### config.mk
export PLATFORM = sky130hd
export DESIGN_NAME = port_drain_flat
export DESIGN_NICKNAME = d
export VERILOG_FILES = /design/src/rtl/port_drain_if.sv /design/src/rtl/port_drain.sv /design/src/flat_wrapper.sv
export SDC_FILE = /design/constraint.sdc
export NUM_CORES = 1
export LEC_CHECK = 0
export BUFFER_PORTS_ARGS = -buffer_cell sky130_fd_sc_hd__buf_2
export CORE_AREA = 4 4 79 88
export CTS_BUF_LIST = sky130_fd_sc_hd__clkbuf_8
export CTS_CLUSTER_SIZE = 16
export DETAILED_ROUTE_END_ITERATION = 6
export DIE_AREA = 0 0 83 92
export GPL_TIMING_DRIVEN = 0
export PLACE_DENSITY = 0.9
export SLEW_MARGIN = 20
export SYNTH_ARGS = -nofsm -noshare
export SYNTH_HDL_FRONTEND = slang
export SYNTH_SLANG_ARGS = --single-unit
### constraint.sdc
create_clock -name clk -period 2.6 [get_ports clk]
set_input_delay 0.26 -clock clk [delete_from_list [all_inputs] [get_ports clk]]
set_output_delay 0.26 -clock clk [all_outputs]
set_load 0.01 [all_outputs]
### src/rtl/port_drain_if.sv
// Signal bundle for port_drain: port FIFO read side, downstream valid/ready
// stream, and frame/byte reporting. master = the drain, slave = its environment.
interface port_drain_if #(
  parameter int W_WIDTH   = 8,
  parameter int CNT_WIDTH = 16
);
  logic                 port_rdy;
  logic [W_WIDTH-1:0]   port_out;
  logic                 port_rd;
  logic [W_WIDTH-1:0]   out_data;
  logic                 out_valid;
  logic                 out_ready;
  logic                 frame_done;
  logic [CNT_WIDTH-1:0] frame_len;
  logic [CNT_WIDTH-1:0] byte_cnt;

  modport master (
    input  port_rdy, port_out, out_ready,
    output port_rd, out_data, out_valid, frame_done, frame_len, byte_cnt
  );

  modport slave (
    output port_rdy, port_out, out_ready,
    input  port_rd, out_data, out_valid, frame_done, frame_len, byte_cnt
  );
endinterface

### src/rtl/port_drain.sv
// Egress reader for one switch port: drains the port FIFO into a 2-entry
// output buffer, streams it downstream, and delimits frames by idle gaps.
module port_drain #(
  parameter int W_WIDTH    = 8,
  parameter int GAP_CYCLES = 4,
  parameter int CNT_WIDTH  = 16
) (
  input  logic       clk,
  input  logic       rst_n,
  port_drain_if.master bus
);

  localparam int GAP_W = $clog2(GAP_CYCLES + 1);

  typedef enum logic [1:0] {
    S_IDLE,
    S_ACTIVE,
    S_DONE
  } state_t;

  // ---------------------------------------------------------------------------
  // Read issue and capture
  // ---------------------------------------------------------------------------
  logic               rd_issue;
  logic               rd_pending;
  logic               capture;
  logic               pop;
  logic               out_valid;
  logic [1:0]         occ;
  logic [2:0]         committed;

  assign capture   = rd_pending;
  assign out_valid = (occ != 2'd0);
  assign pop       = out_valid && bus.out_ready;

  // Words held plus the one in flight, less the one leaving this cycle,
  // must stay below the buffer depth for another read to be safe.
  assign committed = {1'b0, occ} + {2'b0, rd_pending} - {2'b0, pop};
  assign rd_issue  = rst_n && bus.port_rdy && (committed < 3'd2);

  always_ff @(posedge clk or negedge rst_n) begin
    // NOTE: clocked state is always written with <= so every flop samples
    // pre-edge values regardless of process ordering.
    if (!rst_n) begin
      rd_pending <= 1'b0;
    end else begin
      rd_pending <= rd_issue;
    end
  end

  // ---------------------------------------------------------------------------
  // 2-entry in-order output buffer
  // ---------------------------------------------------------------------------
  logic [W_WIDTH-1:0] buf_mem [2];
  logic               wr_ptr;
  logic               rd_ptr;

  always_ff @(posedge clk or negedge rst_n) begin
    if (!rst_n) begin
      // NOTE: the storage is reset too because the head entry drives out_data
      // directly and must read 0 out of reset.
      buf_mem[0] <= '0;
      buf_mem[1] <= '0;
      wr_ptr     <= 1'b0;
      rd_ptr     <= 1'b0;
      occ        <= 2'd0;
    end else begin
      if (capture) begin
        buf_mem[wr_ptr] <= bus.port_out;
        wr_ptr          <= ~wr_ptr;
      end
      if (pop) begin
        rd_ptr <= ~rd_ptr;
      end
      occ <= occ + {1'b0, capture} - {1'b0, pop};
    end
  end

  // ---------------------------------------------------------------------------
  // Total byte counter (wraps)
  // ---------------------------------------------------------------------------
  logic [CNT_WIDTH-1:0] byte_cnt_q;

  always_ff @(posedge clk or negedge rst_n) begin
    if (!rst_n) begin
      byte_cnt_q <= '0;
    end else if (capture) begin
      byte_cnt_q <= byte_cnt_q + CNT_WIDTH'(1);
    end
  end

  // ---------------------------------------------------------------------------
  // Frame FSM
  // ---------------------------------------------------------------------------
  state_t               state, state_nxt;
  logic [CNT_WIDTH-1:0] acc, acc_nxt;
  logic [GAP_W-1:0]     gap, gap_nxt, gap_inc;
  logic                 frame_done_q, done_nxt;
  logic [CNT_WIDTH-1:0] frame_len_q, len_nxt;

  assign gap_inc = gap + GAP_W'(1);

  always_ff @(posedge clk or negedge rst_n) begin
    if (!rst_n) begin
      state        <= S_IDLE;
      acc          <= '0;
      gap          <= '0;
      frame_done_q <= 1'b0;
      frame_len_q  <= '0;
    end else begin
      state        <= state_nxt;
      acc          <= acc_nxt;
      gap          <= gap_nxt;
      frame_done_q <= done_nxt;
      frame_len_q  <= len_nxt;
    end
  end

  always_comb begin
    // NOTE: every output of this block gets a default first, so no branch can
    // leave one unassigned and infer a latch.
    state_nxt = state;
    acc_nxt   = acc;
    gap_nxt   = gap;
    done_nxt  = 1'b0;
    len_nxt   = frame_len_q;

    unique case (state)
      S_IDLE: begin
        acc_nxt = '0;
        gap_nxt = '0;
        if (capture) begin
          acc_nxt   = CNT_WIDTH'(1);
          state_nxt = S_ACTIVE;
        end
      end

      S_ACTIVE: begin
        if (capture) begin
          // A capture wins over gap expiry: the byte belongs to this frame.
          if (acc != '1) begin
            acc_nxt = acc + CNT_WIDTH'(1);
          end
          gap_nxt = '0;
        end else if (bus.port_rdy) begin
          // Data waiting behind backpressure keeps the frame open.
          gap_nxt = '0;
        end else if (gap_inc == GAP_W'(GAP_CYCLES)) begin
          gap_nxt   = '0;
          done_nxt  = 1'b1;
          len_nxt   = acc;
          state_nxt = S_DONE;
        end else begin
          gap_nxt = gap_inc;
        end
      end

      S_DONE: begin
        gap_nxt = '0;
        if (capture) begin
          acc_nxt   = CNT_WIDTH'(1);
          state_nxt = S_ACTIVE;
        end else begin
          acc_nxt   = '0;
          state_nxt = S_IDLE;
        end
      end

      default: begin
        state_nxt = S_IDLE;
      end
    endcase
  end

  // ---------------------------------------------------------------------------
  // Outputs
  // ---------------------------------------------------------------------------
  assign bus.port_rd    = rd_issue;
  assign bus.out_valid  = out_valid;
  assign bus.out_data   = buf_mem[rd_ptr];
  assign bus.frame_done = frame_done_q;
  assign bus.frame_len  = frame_len_q;
  assign bus.byte_cnt   = byte_cnt_q;

endmodule

### src/flat_wrapper.sv
// flat-port wrapper written by rule: the top's interface ports become plain ports
module port_drain_flat 
#(
  parameter int W_WIDTH    = 8,
  parameter int GAP_CYCLES = 4,
  parameter int CNT_WIDTH  = 16
)
  (clk, rst_n, bus_port_rdy, bus_port_out, bus_out_ready, bus_port_rd, bus_out_data, bus_out_valid, bus_frame_done, bus_frame_len, bus_byte_cnt);
  port_drain_if #(.W_WIDTH(W_WIDTH), .CNT_WIDTH(CNT_WIDTH)) bus_i ();
  input  logic clk;
  input  logic rst_n;
  input wire logic [$bits(bus_i.port_rdy)-1:0] bus_port_rdy;
  input wire logic [$bits(bus_i.port_out)-1:0] bus_port_out;
  input wire logic [$bits(bus_i.out_ready)-1:0] bus_out_ready;
  output wire logic [$bits(bus_i.port_rd)-1:0] bus_port_rd;
  output wire logic [$bits(bus_i.out_data)-1:0] bus_out_data;
  output wire logic [$bits(bus_i.out_valid)-1:0] bus_out_valid;
  output wire logic [$bits(bus_i.frame_done)-1:0] bus_frame_done;
  output wire logic [$bits(bus_i.frame_len)-1:0] bus_frame_len;
  output wire logic [$bits(bus_i.byte_cnt)-1:0] bus_byte_cnt;
  assign bus_i.port_rdy = bus_port_rdy;
  assign bus_i.port_out = bus_port_out;
  assign bus_i.out_ready = bus_out_ready;
  assign bus_port_rd = bus_i.port_rd;
  assign bus_out_data = bus_i.out_data;
  assign bus_out_valid = bus_i.out_valid;
  assign bus_frame_done = bus_i.frame_done;
  assign bus_frame_len = bus_i.frame_len;
  assign bus_byte_cnt = bus_i.byte_cnt;
  port_drain #(.W_WIDTH(W_WIDTH), .GAP_CYCLES(GAP_CYCLES), .CNT_WIDTH(CNT_WIDTH)) u_core (.clk(clk), .rst_n(rst_n), .bus(bus_i));
endmodule
Yosys cells after proc, flatten, opt, wreduce, memory -nomap -nowiden
Index checks and enable logic that the tools add are counted.
W data, S select, Z words.
{ "totals": {"ram_bits": 0, "ff_bits": 75, "latch_bits": 0, "memories": 0, "elab_cells": 74, "rom_bits": 0} }
{ "classes": {"n_mul": 0, "bitwise": 6, "addsub": 7, "n_shift": 0, "n_mux": 24, "div": 0, "reduce_logical": 11, "n_lt_le_gt_ge": 4, "n_eq_ne": 10} }
{ "op_table": {"columns": ["op", "n"], "rows": [
  ["$add A16 B1 Y16 const B", 2],
  ["$mux W16", 2],
  ["$mux W8", 4],
  ["$pmux W16 S2", 1],
  ["$bwmux W16", 1],
  ["$ne A16 B16 Y1 const B", 1],
  ["$mux W3", 3],
  ["$demux W8 S1", 1],
  ["$mux W2", 4],
  ["$ne A2 B1 Y1 const B", 4],
  ["$reduce_and A4 Y1", 2],
  ["$mux W1", 6],
  ["$pmux W2 S3", 1],
  ["$pmux W3 S2", 1],
  ["$ge A2 B2 Y1 const B", 2],
  ["$logic_and A1 B1 Y1", 4],
  ["$ne A2 B2 Y1 const B", 2],
  ["$not A1 Y1", 4],
  ["$not A1 Y2", 2],
  ["$reduce_bool A2 Y1", 2],
  ["$add A2 B1 Y3", 1],
  ["$add A3 B1 Y3 const B", 1],
  ["$eq A3 B3 Y1 const B", 1],
  ["$lt A3 B2 Y1 const B", 1],
  ["9 further kinds", 9]
]} }

Depth between registers and ports, before layout
{ "depth": {"ltp_word": 6, "depth_mapped": 8} }

Worst setup path after synthesis
OpenSTA, ideal clock, no wires.
{ "synth_path": {"path_kind": "register to output", "start": "reg u_core.occ[1]", "end": "out bus_port_rd", "path_buffers": 0, "t_arrival_ns": 2.259, "path_stages_with_launch": 9, "required_ns": 2.340, "slack_ns": 0.081, "cell_sequence": "dfrtp_1 or2_2 and2_1 ha_1 inv_1 ha_1 fa_1 xnor2_1 nor3_1"} }
{ "synth_via": {"elab_chain_cells": 5, "elab_cells_between_ends": 6} }
{ "synth_lines": {"columns": ["element", "line_no", "text"], "rows": [
  ["start: declaration", "port_drain.sv:29", "logic [1:0] occ;"],
  ["start signal: assignment", "port_drain.sv:75", "occ <= occ + {1'b0, capture} - {1'b0, pop};"],
  ["$reduce_bool A2 Y1", "port_drain.sv:33", "assign out_valid = (occ != 2'd0);"],
  ["named net bus_out_valid", "flat_wrapper.sv:17", "output wire logic [$bits(bus_i.out_valid)-1:0] bus_out_valid;"],
  ["$logic_and A1 B1 Y1", "port_drain.sv:34", "assign pop = out_valid && bus.out_ready;"],
  ["named net u_core.pop", "port_drain.sv:27", "logic pop;"],
  ["$sub A3 B1 Y3", "port_drain.sv:38", "assign committed = {1'b0, occ} + {2'b0, rd_pending} - {2'b0, pop};"],
  ["$lt A3 B2 Y1", "port_drain.sv:39", "assign rd_issue = rst_n && bus.port_rdy && (committed < 3'd2);"],
  ["$logic_and A1 B1 Y1", "port_drain.sv:39", null],
  ["end: declaration", "flat_wrapper.sv:15", "output wire logic [$bits(bus_i.port_rd)-1:0] bus_port_rd;"]
]} }
The timed path passes the listed nets, and every way through them passes these cells.

Worst setup path in the final report
{ "layout_path": {"start": "reg u_core.occ[0]", "end": "out bus_port_rd"} }
{ "layout_via": {"elab_chain_cells": 5, "elab_cells_between_ends": 6} }
{ "layout_lines": {"columns": ["element", "line_no", "text"], "rows": [
  ["$reduce_bool A2 Y1", "port_drain.sv:33", null],
  ["$logic_and A1 B1 Y1", "port_drain.sv:34", null],
  ["named net u_core.pop", "port_drain.sv:27", null],
  ["$sub A3 B1 Y3", "port_drain.sv:38", null],
  ["named net u_core.committed[1]", "port_drain.sv:30", "logic [2:0] committed;"],
  ["$lt A3 B2 Y1", "port_drain.sv:39", null],
  ["$logic_and A1 B1 Y1", "port_drain.sv:39", null]
]} }
The timed path passes the listed nets, and every way through them passes these cells.

==> results.txt <==
----------------------------------------------------
[Routing]
  DRC violations left ... 0
  Routed met2 length ... 3950 µm
  Number of DRC markers after the initial detailed-route iteration ... around 200
  Number of search-and-repair iterations in the first detailed-routing pass ... 4
  Routed WL ... 7150 µm
  Total via count after detailed routing ... roughly 2.4k
  Wire length on met1 ... 2850 µm
  Max layer used ... met4
  Via-per-instance ratio ... about 5.5
  Number of nets with antenna violations after detailed routing ... 0
  Average detailed-routed wire length per instance ... between 15 and 20 µm
  Met3 WL ... about 220 µm

[Power]
  Maximum vdd drop ... between 0.0005 and 0.0006 V
  Power Dens Cells ... approximately 900 nW/µm²
  Leakage ... roughly 2.2 nW

[Floorplanning]
  IO Count ... between 50 and 60
  Standard-cell row count ... 30
  Area enclosed by the die boundary ... about 7600 µm²
  Initial standard-cell utilization of the core ... 56.9%
  Die span in x ... approximately 83 µm
  Core region area ... ~6100 µm²
  Y dimension of the die ... between 90 and 100 µm

[Global routing]
  Global-route wire length before repair ... 12100 µm
  Overall global routing resource usage ... about 20%
  Via count of the first global-routing pass ... between 2k and 3k
  Total congestion overflow after global routing ... 0
  Pin count of the biggest net entering global routing ... 41
  Number of antenna violations at the first check in global routing ... 0

[CTS]
  Deepest clock path buffer count ... 2
  Clock slew at reported path FFs ... about 80 ps
  Cts bufs inserted ... 9
  Clock tree from TritonCTS ... built
  Sinks on the clock net ... between 70 and 80
  Root buffer selected by CTS ... clkbuf_8
  H-tree levels ... 3
  Worst-skew pair later-pin latency ... between 300 and 400 ps

[Synth]
  Fraction of synthesized cell area in xor and xnor cells ... 7.60%
  Synthesized netlist cell count ... around 280
  Primary FF master, synth ... dfrtp_1
  Fraction of registers with async set or reset after synthesis ... 100%
  Dominant combinational cell family by area after synthesis ... multiplexers
  Complex-gate fraction of the synthesized area ... about 4.7%
  Proportion of synthesized chip area in sequential cells ... a little over half
  Post-Synthesis Mean Instance Area ... roughly 12 µm²
  Share of Yosys cell area claimed by the top area cell type ... between 50% and 60%
  Synthesized net count ... 296
  Number of synthesized flops with an enable pin ... 0
  Simple-Gate Fraction of Synth Area ... about an eighth
  Number of distinct library cells after synthesis ... 39
  YS warnings ... 0
  Cell type with the largest total area after synthesis ... dfrtp_1
  Number of register bits inferred by synthesis ... 75
  Post-Synth Adder-Cell Area ... between 2 and 3%
  Top cells by area in the synthesized netlist ... dfrtp_1 54%, mux2_2 11%, xor2_1 4.1%
  Portion of netlist area occupied by mux cells ... 15.1%
  Area of the mapped netlist ... about 3500 µm²

[Cells and area]
  Most frequent cells in the layout ... 75 x dfrtp_1, 54 x buf_2, 33 x mux2_2, 16 x xor2_1, 15 x nand2_1
  Final core utilization ... around two thirds
  Most common cell after layout, fill and taps aside ... dfrtp_1
  Layout filler cell count ... roughly 470
  Area occupied by multi-input gates ... 1520 µm²
  Area taken by flip-flops and latches ... 1880 µm²
  Final Instance Area ... 4170 µm²
  Net count of the finished layout ... between 300 and 400
  Fraction of layout instances using a drive strength above 1 ... a little under two fifths
  Ant. Diodes ... 0
  Layout overhead on the synthesized area ... 20.6%

[Timing]
  Count of endpoints failing hold in the final timing report ... 0
  Final setup violation count ... 1
  Unrepaired setup endpoints after global routing ... true
  Worst Setup Slack, final ... -50.0 ps
  Worst clock skew on the final layout ... 12.6 ps
  Headroom to the max-slew limit ... 50.5%
  Maximum frequency from static timing analysis ... between 0.3 and 0.4 GHz
  Max-slew violation total from the final report ... 0
  Part of the cycle the worst path needs ... 102%
  Min cycle time layout ... between 2000 and 3000 ps
  Pin slew with the least headroom to its limit ... about 740 ps
  Total Neg Setup Slack ... -50.0 ps

[Placed design]
  Detailed-placement wirelength estimate ... slightly below 5000 µm
  Final weighted congestion of routability-driven global placement ... 0.792
  Count of port buffers added during placement ... 54
  Cell area reported after detailed placement ... a little under 4000 µm²

[Critical path]
  Cell occurring most often along the worst timing path ... ha_4
  Cell-by-cell listing of the critical path ... or2_4, and2_4, ha_4, inv_2, ha_4, fa_1, nor3_2, buf_2
  CP startpoint ... u_core.occ[0]
  Crit Reg-Reg Endpoint ... u_core.acc[11]
  Kind of capture point of the worst setup path ... output port
  End of the critical path ... bus_port_rd
  Worst stage delay on the critical path ... between 400 and 500 ps
  Startpoint of the worst register-to-register path ... u_core.acc[2]
  Critical-path maximum fanout ... 2
  Arrival time reported for the critical path endpoint ... between 2000 and 2500 ps
  Worst-path cell with the longest stage delay ... fa_1
  Category of the most critical setup path ... flip-flop to output port
  Internal reg-to-reg setup slack ... around 500 ps
  R2R depth ... 6
  Crit start category ... flip-flop
  CP Data Required Time ... between 2000 and 2500 ps

[Job]
  Maximum Capacitance Violations ... 0

[Outcome]
  Outcome ... finished with violations
  Violated checks ... negative setup slack

[Min path]
  Worst hold path class ... input pin to flip-flop
  Hold Path Depth ... 2

----------------------------------------------------
[logic make-up (layout without fill, tap and decap cells)]
group,Yosys count,in the layout
adders and majority gates,7,7
DFF,75,75
AOI/OAI and AO/OA,23,23
xor gates and xnor gates,30,30
buffers and inverters,18,95
muxes,44,44
and+or+nand+nor,80,80
[where the power goes]
part	total (W)	switching [W]	internal [W]
Sequential	0.00156	0.000160	0.00140
Combinational	0.00115	0.000551	0.000598
Clock	0.00104	0.000442	0.000596
[state kept, by name, indices dropped and copies added (netlist names)]
name	flops
u_core.capture	1
u_core.bus.frame_done	1
u_core.state	2
u_core.wr_ptr	1
u_core.acc	16
u_core.buf_mem	16
u_core.bus.frame_len	16
u_core.occ	2
u_core.gap	3
u_core.bus.byte_cnt	16
u_core.rd_ptr	1
[area by class of cell]
| cell class | instances | area share, % |
|---|---|---|
| plain buffers | 9 | 1.47 |
| clock buffers | 11 | 3.63 |
| clock inverters | 5 | 2.01 |
| inverters | 9 | 0.810 |
| multi-input cells | 184 | 36.5 |
| flip-flops and latches | 75 | 45.0 |
| well taps | 80 | 2.40 |
| repair buffers | 61 | 8.16 |
[Yosys cell counts, types with 2 or more instances]
cell type / number
o21ai_0: 4
buf_2: 2
nor2b_1: 3
mux2_2: 33
and2_1: 4
nand3_1: 11
nor4b_1: 2
xor2_1: 16
a21o_1: 11
nor3_1: 7
nand3b_1: 6
xnor2_1: 14
clkbuf_1: 4
inv_1: 9
or3_1: 2
o31ai_1: 3
nor2_1: 9
and3_1: 3
nand4b_1: 2
nor4_1: 4
mux2i_1: 3
dfrtp_1: 75
nand2_1: 15
ha_1: 6
nand4_1: 8
mux2_4: 8
[worst min path at each step]
stage	end	start	slack (ps)
after global placement	u_core.bus.byte_cnt[15]	u_core.bus.byte_cnt[15]	460
after detailed placement	u_core.bus.frame_len[9]	rst_n	250
after floorplan	u_core.acc[0]	rst_n	-40
after global routing	u_core.buf_mem[2]	bus_port_out[2]	150
final	u_core.buf_mem[1]	bus_port_out[1]	150
after CTS	u_core.buf_mem[1]	bus_port_out[1]	140
[metrics by stage]
step           power [W]  hold slack (ps)  worst slack, ps  instances
2_1_floorplan    0.00225            -35.6             81.0        277
3_3_place_gp     0.00251              458             37.8        411
3_5_place_dp     0.00260              250            -35.3        412
4_1_cts          0.00377              139            -82.7        434
5_1_grt          0.00396              149             -153        434
6_report         0.00375              148            -50.0        434
[timing repair]
action / CTS / global route
setup endpoints to repair: 1 / 1
buffers inserted: 5 / 0
pin swaps: 6 / 1
resized for setup: 8 / 0
hold buffers: 1 / 0
hold endpoints to repair: 36 / 0
[metal layers]
layer,GRT usage (%),up-vias
met4,8.17,0
met2,36.6,48
met1,22.1,1214
met5,0,-
met3,4.49,12
li1,-,1121
[worst max-delay path, delay by kind of cell, from the launching register on]
| kind | cells | cell delay (ps) |
|---|---|---|
| fa+ha+maj | 3 | 870 |
| buf+inv | 2 | 200 |
| flops | 1 | 380 |
| simple gates | 3 | 600 |
(Power assumes the default switching activity.)
